## config.mk

```make
export PLATFORM = sky130hd
export DESIGN_NAME = bram_port_arbiter_flat
export DESIGN_NICKNAME = d
export VERILOG_FILES = /design/src/rtl/bram_port_arbiter_if.sv /design/src/rtl/bram_port_arbiter.sv /design/src/flat_wrapper.sv
export SDC_FILE = /design/constraint.sdc
export NUM_CORES = 1
export LEC_CHECK = 0
export ABC_CLOCK_PERIOD_IN_PS = 1200
export CELL_PAD_IN_SITES_DETAIL_PLACEMENT = 1
export CELL_PAD_IN_SITES_GLOBAL_PLACEMENT = 1
export CORE_ASPECT_RATIO = 2
export CORE_MARGIN = 2
export CORE_UTILIZATION = 10
export DETAILED_ROUTE_END_ITERATION = 10
export PLACE_DENSITY_LB_ADDON = 0.2
export REMOVE_ABC_BUFFERS = 1
export SLEW_MARGIN = 15
export SYNTH_ARGS = -nofsm -noshare
export SYNTH_HDL_FRONTEND = slang
export SYNTH_SLANG_ARGS = --single-unit
```

## constraint.sdc

```tcl
create_clock -name clk -period 1.2 [get_ports clk]
set_input_delay 0.24 -clock clk [delete_from_list [all_inputs] [get_ports clk]]
set_output_delay 0.24 -clock clk [all_outputs]
set_load 0.05 [all_outputs]
```

## src/rtl/bram_port_arbiter_if.sv

```systemverilog
// Bundle of the lookup, config and BRAM-port signals around the arbiter.
// The slave modport is the arbiter's view; master is the surroundings
// (requesters plus the BRAM itself).
interface bram_port_arbiter_if #(
  parameter int NUM_COL    = 4,
  parameter int COL_WIDTH  = 8,
  parameter int ADDR_WIDTH = 10,
  parameter int DATA_WIDTH = NUM_COL * COL_WIDTH
);
  logic                  lk_req_valid;
  logic                  lk_req_ready;
  logic [ADDR_WIDTH-1:0] lk_req_addr;
  logic                  lk_rsp_valid;
  logic [DATA_WIDTH-1:0] lk_rsp_data;

  logic                  cf_req_valid;
  logic                  cf_req_ready;
  logic [NUM_COL-1:0]    cf_req_we;
  logic [ADDR_WIDTH-1:0] cf_req_addr;
  logic [DATA_WIDTH-1:0] cf_req_din;
  logic                  cf_rsp_valid;
  logic [DATA_WIDTH-1:0] cf_rsp_data;

  logic                  bram_ena;
  logic [NUM_COL-1:0]    bram_we;
  logic [ADDR_WIDTH-1:0] bram_addr;
  logic [DATA_WIDTH-1:0] bram_din;
  logic [DATA_WIDTH-1:0] bram_dout;

  modport slave (
    input  lk_req_valid, lk_req_addr,
    output lk_req_ready, lk_rsp_valid, lk_rsp_data,
    input  cf_req_valid, cf_req_we, cf_req_addr, cf_req_din,
    output cf_req_ready, cf_rsp_valid, cf_rsp_data,
    output bram_ena, bram_we, bram_addr, bram_din,
    input  bram_dout
  );

  modport master (
    output lk_req_valid, lk_req_addr,
    input  lk_req_ready, lk_rsp_valid, lk_rsp_data,
    output cf_req_valid, cf_req_we, cf_req_addr, cf_req_din,
    input  cf_req_ready, cf_rsp_valid, cf_rsp_data,
    input  bram_ena, bram_we, bram_addr, bram_din,
    output bram_dout
  );
endinterface

```

## src/rtl/bram_port_arbiter.sv

```systemverilog
// Shares one BRAM port between the lookup path (read-only, normally favoured)
// and the config path (byte-masked read/write). Config is promoted after
// MAX_WAIT consecutive lost cycles. Responses return one cycle after the
// grant, tagged to whichever side won.
module bram_port_arbiter #(
  parameter int NUM_COL    = 4,
  parameter int COL_WIDTH  = 8,
  parameter int ADDR_WIDTH = 10,
  parameter int DATA_WIDTH = NUM_COL * COL_WIDTH,
  parameter int MAX_WAIT   = 8
) (
  input logic               clk,
  input logic               rst,
  bram_port_arbiter_if.slave bus
);
  localparam int WAIT_W = $clog2(MAX_WAIT + 1);
  localparam logic [WAIT_W-1:0] WAIT_MAX = WAIT_W'(MAX_WAIT);

  logic [WAIT_W-1:0] wait_cnt_q, wait_cnt_d;
  logic              lk_rsp_q, lk_rsp_d;
  logic              cf_rsp_q, cf_rsp_d;
  logic              promote;
  logic              lk_grant;
  logic              cf_grant;

  // Grant decision; nothing is granted while reset is held.
  always_comb begin
    promote  = (wait_cnt_q >= WAIT_MAX);
    lk_grant = 1'b0;
    cf_grant = 1'b0;
    if (!rst) begin
      if (bus.cf_req_valid && (promote || !bus.lk_req_valid)) begin
        cf_grant = 1'b1;
      end else if (bus.lk_req_valid) begin
        lk_grant = 1'b1;
      end
    end
  end

  // Handshake and BRAM port drive from the winner; zeros when idle.
  always_comb begin
    bus.lk_req_ready = lk_grant;
    bus.cf_req_ready = cf_grant;
    bus.bram_ena     = lk_grant | cf_grant;
    bus.bram_we      = '0;
    bus.bram_addr    = '0;
    bus.bram_din     = '0;
    if (cf_grant) begin
      bus.bram_we   = bus.cf_req_we;
      bus.bram_addr = bus.cf_req_addr;
      bus.bram_din  = bus.cf_req_din;
    end else if (lk_grant) begin
      bus.bram_addr = bus.lk_req_addr;
    end
  end

  // Next response tags and starvation counter.
  always_comb begin
    lk_rsp_d   = lk_grant;
    cf_rsp_d   = cf_grant && (bus.cf_req_we == '0);
    wait_cnt_d = wait_cnt_q;
    if (!bus.cf_req_valid || cf_grant) begin
      wait_cnt_d = '0;
    end else if (wait_cnt_q < WAIT_MAX) begin
      wait_cnt_d = wait_cnt_q + 1'b1;
    end
  end

  // State registers with synchronous reset.
  always_ff @(posedge clk) begin
    if (rst) begin
      wait_cnt_q <= '0;
      lk_rsp_q   <= 1'b0;
      cf_rsp_q   <= 1'b0;
    end else begin
      wait_cnt_q <= wait_cnt_d;
      lk_rsp_q   <= lk_rsp_d;
      cf_rsp_q   <= cf_rsp_d;
    end
  end

  // Responses are masked during reset so a read granted just before reset
  // rises never surfaces. Read data passes straight through from the BRAM.
  always_comb begin
    bus.lk_rsp_valid = lk_rsp_q && !rst;
    bus.cf_rsp_valid = cf_rsp_q && !rst;
    bus.lk_rsp_data  = bus.bram_dout;
    bus.cf_rsp_data  = bus.bram_dout;
  end
endmodule

```

## src/flat_wrapper.sv

```systemverilog
// flat-port wrapper written by rule: the top's interface ports become plain ports
module bram_port_arbiter_flat 
#(
  parameter int NUM_COL    = 4,
  parameter int COL_WIDTH  = 8,
  parameter int ADDR_WIDTH = 10,
  parameter int DATA_WIDTH = NUM_COL * COL_WIDTH,
  parameter int MAX_WAIT   = 8
)
  (clk, rst, bus_lk_req_valid, bus_lk_req_addr, bus_lk_req_ready, bus_lk_rsp_valid, bus_lk_rsp_data, bus_cf_req_valid, bus_cf_req_we, bus_cf_req_addr, bus_cf_req_din, bus_cf_req_ready, bus_cf_rsp_valid, bus_cf_rsp_data, bus_bram_ena, bus_bram_we, bus_bram_addr, bus_bram_din, bus_bram_dout);
  bram_port_arbiter_if #(.NUM_COL(NUM_COL), .COL_WIDTH(COL_WIDTH), .ADDR_WIDTH(ADDR_WIDTH), .DATA_WIDTH(DATA_WIDTH)) bus_i ();
  input logic clk;
  input logic rst;
  input wire logic [$bits(bus_i.lk_req_valid)-1:0] bus_lk_req_valid;
  input wire logic [$bits(bus_i.lk_req_addr)-1:0] bus_lk_req_addr;
  output wire logic [$bits(bus_i.lk_req_ready)-1:0] bus_lk_req_ready;
  output wire logic [$bits(bus_i.lk_rsp_valid)-1:0] bus_lk_rsp_valid;
  output wire logic [$bits(bus_i.lk_rsp_data)-1:0] bus_lk_rsp_data;
  input wire logic [$bits(bus_i.cf_req_valid)-1:0] bus_cf_req_valid;
  input wire logic [$bits(bus_i.cf_req_we)-1:0] bus_cf_req_we;
  input wire logic [$bits(bus_i.cf_req_addr)-1:0] bus_cf_req_addr;
  input wire logic [$bits(bus_i.cf_req_din)-1:0] bus_cf_req_din;
  output wire logic [$bits(bus_i.cf_req_ready)-1:0] bus_cf_req_ready;
  output wire logic [$bits(bus_i.cf_rsp_valid)-1:0] bus_cf_rsp_valid;
  output wire logic [$bits(bus_i.cf_rsp_data)-1:0] bus_cf_rsp_data;
  output wire logic [$bits(bus_i.bram_ena)-1:0] bus_bram_ena;
  output wire logic [$bits(bus_i.bram_we)-1:0] bus_bram_we;
  output wire logic [$bits(bus_i.bram_addr)-1:0] bus_bram_addr;
  output wire logic [$bits(bus_i.bram_din)-1:0] bus_bram_din;
  input wire logic [$bits(bus_i.bram_dout)-1:0] bus_bram_dout;
  assign bus_i.lk_req_valid = bus_lk_req_valid;
  assign bus_i.lk_req_addr = bus_lk_req_addr;
  assign bus_lk_req_ready = bus_i.lk_req_ready;
  assign bus_lk_rsp_valid = bus_i.lk_rsp_valid;
  assign bus_lk_rsp_data = bus_i.lk_rsp_data;
  assign bus_i.cf_req_valid = bus_cf_req_valid;
  assign bus_i.cf_req_we = bus_cf_req_we;
  assign bus_i.cf_req_addr = bus_cf_req_addr;
  assign bus_i.cf_req_din = bus_cf_req_din;
  assign bus_cf_req_ready = bus_i.cf_req_ready;
  assign bus_cf_rsp_valid = bus_i.cf_rsp_valid;
  assign bus_cf_rsp_data = bus_i.cf_rsp_data;
  assign bus_bram_ena = bus_i.bram_ena;
  assign bus_bram_we = bus_i.bram_we;
  assign bus_bram_addr = bus_i.bram_addr;
  assign bus_bram_din = bus_i.bram_din;
  assign bus_i.bram_dout = bus_bram_dout;
  bram_port_arbiter #(.NUM_COL(NUM_COL), .COL_WIDTH(COL_WIDTH), .ADDR_WIDTH(ADDR_WIDTH), .DATA_WIDTH(DATA_WIDTH), .MAX_WAIT(MAX_WAIT)) u_core (.clk(clk), .rst(rst), .bus(bus_i));
endmodule
```

==> results of run 1 <==
-- state kept, by name, indices dropped and copies added, names as in the netlist --
name / cells
u_core.wait_cnt_q: 4
u_core.cf_rsp_q: 1
u_core.lk_rsp_q: 1
-- layout make-up --
class / count / area (um2) / share of cell area
repair buffers: 137 / 2000 / 0.647
multi-input cells: 67 / 704 / 0.228
well taps: 140 / 175 / 0.0567
flip-flops and latches: 6 / 124 / 0.0401
clock buffers: 3 / 75.1 / 0.0243
inverters: 3 / 11.3 / 0.00365
-- worst paths after layout --
kind                           to  slack, ns  cells after the start
max              bus_bram_addr[4]      -0.56                      7
min          u_core.wait_cnt_q[0]       0.45                      1
max reg2reg  u_core.wait_cnt_q[3]      -0.20                      6
min reg2reg  u_core.wait_cnt_q[0]       0.45                      1
-- critical path: stages, from the launching register on --
cell	delay [ns]
dfxtp_4	0.35
nor2b_4	0.04
nor3b_4	0.20
buf_6	0.14
buf_8	0.12
buf_16	0.13
a22o_1	0.17
buf_12	0.14
-- layout by cell type (no fill, tap or decap) --
cell type,instances
clkdlybuf4s50_1,56
dlygate4sd2_1,1
a21oi_1,2
buf_2,1
and2_4,36
clkdlybuf4s15_2,1
a21oi_4,1
xnor2_2,1
buf_8,2
buf_16,4
and2_1,1
dfxtp_1,5
a22o_1,1
or3b_4,1
dfxtp_4,1
a22o_4,9
buf_4,7
nor3b_4,1
buf_6,10
nand2b_4,1
nor4_1,1
nor2b_4,4
ha_1,2
buf_12,54
inv_1,3
clkbuf_16,4
nor2_1,3
nor2_4,2
nor3_2,1
-- timing repair --
item / in CTS / in global routing
pin swaps: 32 / 7
hold buffers: 0 / 0
endpoints found under the setup margin: 56 / 54
buffers inserted: 12 / 2
gates cloned: 4 / 1
gates resized for setup: 72 / 22
-- per-layer routing --
| metal | vias to the layer above | part of all wire | GRT usage |
|---|---|---|---|
| li1 | 538 | - | - |
| met1 | 575 | 0.27 | 0.0960 |
| met2 | 151 | 0.53 | 0.220 |
| met3 | 3 | 0.19 | 0.112 |
| met4 | 0 | 0.0036 | 0.0125 |
| met5 | - | 0 | 0.0304 |
-- power groups by stage --
stage          logic (mW)  clock network (mW)  registers [mW]
3_3_place_gp        0.804                   0           0.209
6_report            0.971               0.541           0.204
2_1_floorplan       0.287                   0           0.209
3_5_place_dp        0.807                   0           0.209
4_1_cts             0.941               0.549           0.204
5_1_grt              1.01               0.555           0.205
-- logic make-up (layout without fill, tap and decap cells) --
kind of cell               count (synthesis)  count (layout)
buffers and inverters                     73             143
and+or+nand+nor                           51              51
AOI/OAI and AO/OA                         13              13
DFF                                        6               6
adders and majority gates                  2               2
xor gates and xnor gates                   1               1
==> summary.md, run 1 <==
| Metric | Value |
|---|---|
| Fill cells | 1184 |
| Layout cells sized above 1 | 0.653 |
| Xor/xnor share of the synthesized area | 0.00785 |
| Vias per inst | 3.56 |
| TritonCTS clock tree | done |
| Placer Congestion | 0.820 |
| Syn Std Cell Area | 0.00112 mm2 |
| Syn. warnings | 0 |
| H-tree depth | 1 |
| Sw Ratio | 0.303 |
| Crit. End Element | output pin |
| Cell with the most instances after synthesis | buf_4 |
| CTS root buf | clkbuf_16 |
| Initial antenna violation count | 0 |
| Post-layout util | 0.284 |
| Worst slew pin tran | 0.194 ns |
| Post-synthesis simple-gate area fraction | 0.290 |
| Synth top cells by count | 65 x buf_4, 37 x and2_1, 10 x a22o_1 |
| Post-synth ARST share | 0 |
| Final non-filler cell total | 356 |
| WP data required | 0.96 ns |
| Crit path kind | flop to output pin |
| Die X-Extent | 78.7 um |
| Post-synth EDFFs | 0 |
| Compound-cell area share of the yosys netlist | 0.0919 |
| Mapped Avg Cell Area | 7.64 um2 |
| Routed wire length | 7.77 mm |
| Antenna Nets Post-Route | 0 |
| Max-slew violations | 0 |
| Post-Route Setup TNS | -25.59 ns |
| Min cycle time layout | 1.76 ns |
| WL per Instance | 21.8 um |
| Cells after DPL | 336 |
| Area of the core | 0.0109 mm2 |
| GRT overflow | 0 |
| Clk pwr share | 0.315 |
| Clock transition at path regs | 0.03 ns |
| Max-slew headroom | 0.870 |
| Pwr dens | 556 mW/mm2 |
| Crit path from | u_core.wait_cnt_q[3] |
| Overall power | 1.72 mW |
| Comb pwr share | 0.566 |
| Cell area after layout | 0.00309 mm2 |
| HP Class | flop to flop |
| Total track usage | 0.122 |
| Peak VDD IR | 0.000397 V |
| Final #Nets | 312 |
| Violated checks | negative setup slack |
| DRT iter0 DRCs | 28 |
| Worst-Skew Late Latency | 0.23 ns |
| DRC viols | 0 |
| Sequential element share of the synthesized area | 0.108 |
| Worst R2R Start | u_core.wait_cnt_q[3] |
| Area fraction of the dominant cell type after synthesis | 0.437 |
| Post-place setup slack | -0.745 ns |
| Largest net degree at the start of global routing | 10 |
| First-pass GRT wire length | 10.4 mm |
| Worst hold start | u_core.wait_cnt_q[0] |
| Area delta synth->final | 177% |
| Layout Skew | 0.000808 ns |
| Final hold vios | 0 |
| Final hold slack | 0.446 ns |
| Placed wire-length estimate | 6.13 mm |
| Die height | 153 um |
| Int Pwr | 1.20 mW |
| Max Cap Viol | 0 |
| Status | finished with violations |
| PortBufs | 110 |
| RSZ-0062 raised after global routing | true |
| Synth area leaders | buf_4 44%, and2_1 21%, dfxtp_1 11%, a22o_1 7.8%, ha_1 2.2% |
| Psw | 0.521 mW |
| Endpoints failing setup | 52 |
| Post-route clock period utilization | 1.47 |
| Die area | 0.0121 mm2 |
| Pre-Repair DR Iteration Count | 4 |
| Max Freq | 0.568 GHz |
| Syn Inst Count | 146 |
| Clk buf depth | 2 |
| P_leak | 1.26 nW |
| Startpoint Class | flop |
| Clock Sinks | 6 |
| Rows | 54 |
| Combinational family with the most area after synthesis | buffers and inverters |
| Number of synthesized register bits | 6 |
| Worst Slack Setup Final | -0.560 ns |
| Crit path DAT | 1.52 ns |
| Seq pwr share | 0.119 |
| Vias in the first global route | 1497 |
| Area post-placement | 0.00247 mm2 |
| Vias | 1267 |
| Starting Density | 0.103 |
| Yosys top cell by area | buf_4 |
| Top Ports | 207 |
| Cell variety after synth | 18 |
| Max FO, Critical Path | 8 |
| N_diodes | 0 |
| CTS Buf Count | 3 |
| Mux cell area share after synthesis | 0 |
| Ys flop type | dfxtp_1 |
| Synth Area in Adders | 0.0224 |
Note: power is estimated with default switching activity, not from simulation.
==> run 2, diff against run 1 <==
--- a/config.mk
+++ b/config.mk
@@ -14,7 +14,7 @@
 export DETAILED_ROUTE_END_ITERATION = 10
 export PLACE_DENSITY_LB_ADDON = 0.2
 export REMOVE_ABC_BUFFERS = 1
-export SLEW_MARGIN = 15
+export SLEW_MARGIN = 20
 export SYNTH_ARGS = -nofsm -noshare
 export SYNTH_HDL_FRONTEND = slang
 export SYNTH_SLANG_ARGS = --single-unit
==> results of run 2 <==
Final layout, timing and power as in run 1 (identical DEF).
==> run 3, diff against run 2 <==
--- a/config.mk
+++ b/config.mk
@@ -14,6 +14,7 @@
 export DETAILED_ROUTE_END_ITERATION = 10
 export PLACE_DENSITY_LB_ADDON = 0.2
 export REMOVE_ABC_BUFFERS = 1
+export SETUP_SLACK_MARGIN = 0.02
 export SLEW_MARGIN = 20
 export SYNTH_ARGS = -nofsm -noshare
 export SYNTH_HDL_FRONTEND = slang
==> run 3 against run 2 <==
The flow still finishes with violations (negative setup slack). Via count is 0.87% higher. Count of clock-buffer cells in the layout stayed put. First-iteration DRC count is 3.6% lower. Register-to-register slack hardly changed. Clock skew hardly changed. Hold slack hardly changed. Cell count stayed put. Global-route usage stayed put. Final area is 0.20% lower. Critical path depth stayed put. Critical path type unchanged. Critical endpoint unchanged. Largest power group unchanged.
==> summary.md, run 3 (synthesis results as in run 1) <==
| Metric | Value |
|---|---|
| CTS root buf | clkbuf_16 |
| Largest net degree at the start of global routing | 10 |
| Worst R2R Start | u_core.wait_cnt_q[3] |
| H-tree depth | 1 |
| Peak VDD IR | 0.000397 V |
| Post-route clock period utilization | 1.47 |
| FF-to-FF End | u_core.wait_cnt_q[3] |
| Max Cap Viol | 0 |
| Endpoints failing setup | 52 |
| Worst Slack Setup Final | -0.558 ns |
| Antenna Nets Post-Route | 0 |
| Layout cells sized above 1 | 0.653 |
| Min cycle time layout | 1.76 ns |
| DRC viols | 0 |
| Startpoint Class | flop |
| Cell area after layout | 0.00308 mm2 |
| Vias per inst | 3.59 |
| Max FO, Critical Path | 8 |
| Max Freq | 0.569 GHz |
| Clock Sinks | 6 |
| Placer Congestion | 0.820 |
| Final #Nets | 312 |
| CTS Buf Count | 3 |
| Worst-Skew Late Latency | 0.23 ns |
| Most common cell after layout, fill and taps aside | clkdlybuf4s50_1 |
| Top Ports | 207 |
| Starting Density | 0.103 |
| Violated checks | negative setup slack |
| Pwr dens | 557 mW/mm2 |
| Placed wire-length estimate | 6.13 mm |
| Crit path DAT | 1.52 ns |
| Worst Hold End | u_core.wait_cnt_q[0] |
| Max-slew violations | 0 |
| Most frequent cells in the layout | 56 x clkdlybuf4s50_1, 54 x buf_12, 36 x and2_4 |
| Final hold vios | 0 |
| Die X-Extent | 78.7 um |
| HP Class | flop to flop |
| RSZ-0062 raised after global routing | true |
| Number of flip-flops in the largest register | 4 |
| GRT overflow | 0 |
| R2R cell count | 6 |
| Vias | 1278 |
| Vias in the first global route | 1507 |
| Cells after DPL | 336 |
| Worst slew pin tran | 0.193 ns |
| Hold path cells | 1 |
| N_diodes | 0 |
| Rows | 54 |
| Pre-Repair DR Iteration Count | 4 |
| Total track usage | 0.122 |
| P_leak | 1.26 nW |
| First-pass GRT wire length | 10.4 mm |
| TritonCTS clock tree | done |
| Initial antenna violation count | 0 |
| DRT iter0 DRCs | 27 |
| WL per Instance | 21.9 um |
| Worst hold start | u_core.wait_cnt_q[0] |
| Die height | 153 um |
| Final non-filler cell total | 356 |
| Area post-placement | 0.00247 mm2 |
| Area delta synth->final | 176% |
| WP data required | 0.96 ns |
| Max-slew headroom | 0.870 |
| Flop2flop setup slack | -0.20 ns |
| Area of the core | 0.0109 mm2 |
| Biggest regs | u_core.wait_cnt_q (4), u_core.cf_rsp_q (1), u_core.lk_rsp_q (1) |
| Layout Skew | 0.000611 ns |
| Die area | 0.0121 mm2 |
| Crit. End Element | output pin |
| PortBufs | 110 |
| Reg with most FFs | u_core.wait_cnt_q |
| Routed wire length | 7.79 mm |
| Clock transition at path regs | 0.03 ns |
| Status | finished with violations |
| Crit path kind | flop to output pin |
| Clk buf depth | 2 |
[run 3: changes by cell type in the layout (fill, tap and decap cells not counted), sizes merged]
cell and delta:
buf +1, clkdlybuf4s15 -1
[run 3: worst max-delay path by stage]
| stage | from | endpoint | slack (ns) | cells past startpoint |
|---|---|---|---|---|
| after floorplan | u_core.wait_cnt_q[3] | bus_bram_addr[0] | -1.67 | 3 |
| after global placement | rst | bus_bram_addr[2] | -0.73 | 6 |
| after detailed placement | rst | bus_bram_addr[8] | -0.74 | 6 |
| after CTS | u_core.wait_cnt_q[3] | bus_bram_addr[3] | -0.60 | 7 |
| after global routing | u_core.wait_cnt_q[3] | bus_bram_addr[1] | -0.60 | 7 |
| final | u_core.wait_cnt_q[3] | bus_bram_addr[4] | -0.56 | 7 |
[run 3: layer usage]
layer / GRT usage / vias to the layer above / wire length, um / part of all wire
li1: - / 538 / - / -
met1: 0.0960 / 585 / 2130 / 0.27
met2: 0.220 / 150 / 4130 / 0.53
met3: 0.110 / 5 / 1500 / 0.19
met4: 0.0125 / 0 / 34 / 0.0044
met5: 0.0435 / - / 0 / 0
[run 3: repair_timing]
item / 4_1_cts / 5_1_grt
endpoints found under the setup margin: 56 / 55
resized for setup: 74 / 21
cloned: 4 / 1
buffers inserted: 12 / 2
hold buffers: 0 / 0
pin swaps: 32 / 7
[run 3: stage by stage]
| stage | setup TNS [ns] | worst slack, ns | total power, mW | util | hold WS [ns] |
|---|---|---|---|---|---|
| after global routing | -27.82 | -0.602 | 1.77 | 0.283 | 0.468 |
| after floorplan | -79.10 | -1.67 | 0.496 | - | 0.332 |
| after global placement | -36.54 | -0.732 | 1.01 | 0.227 | 0.433 |
| final | -25.52 | -0.558 | 1.71 | 0.283 | 0.446 |
| after detailed placement | -36.93 | -0.745 | 1.02 | 0.227 | 0.442 |
| after CTS | -27.21 | -0.603 | 1.70 | 0.272 | 0.434 |
[run 3: layout make-up]
type / count / area (um2)
Sequential cell: 6 / 124
Multi-Input combinational cell: 67 / 704
Fill cell: 1186 / 7800
Tap cell: 140 / 175
Clock buffer: 3 / 75.1
Inverter: 3 / 11.3
Timing Repair Buffer: 137 / 1990
[run 3: critical path: stages (launching register included)]
cell	delay, ns
dfxtp_4	0.35
nor2b_4	0.04
nor3b_4	0.20
buf_6	0.14
buf_8	0.12
buf_16	0.13
a22o_1	0.17
buf_12	0.14
[run 3: where the power goes]
part | total (mW) | leakage, nW | switching [mW] | internal (mW)
Clock | 0.540 | 0.0370 | 0.113 | 0.428
Combinational | 0.970 | 1.17 | 0.405 | 0.564
Sequential | 0.204 | 0.0496 | 0.00208 | 0.202
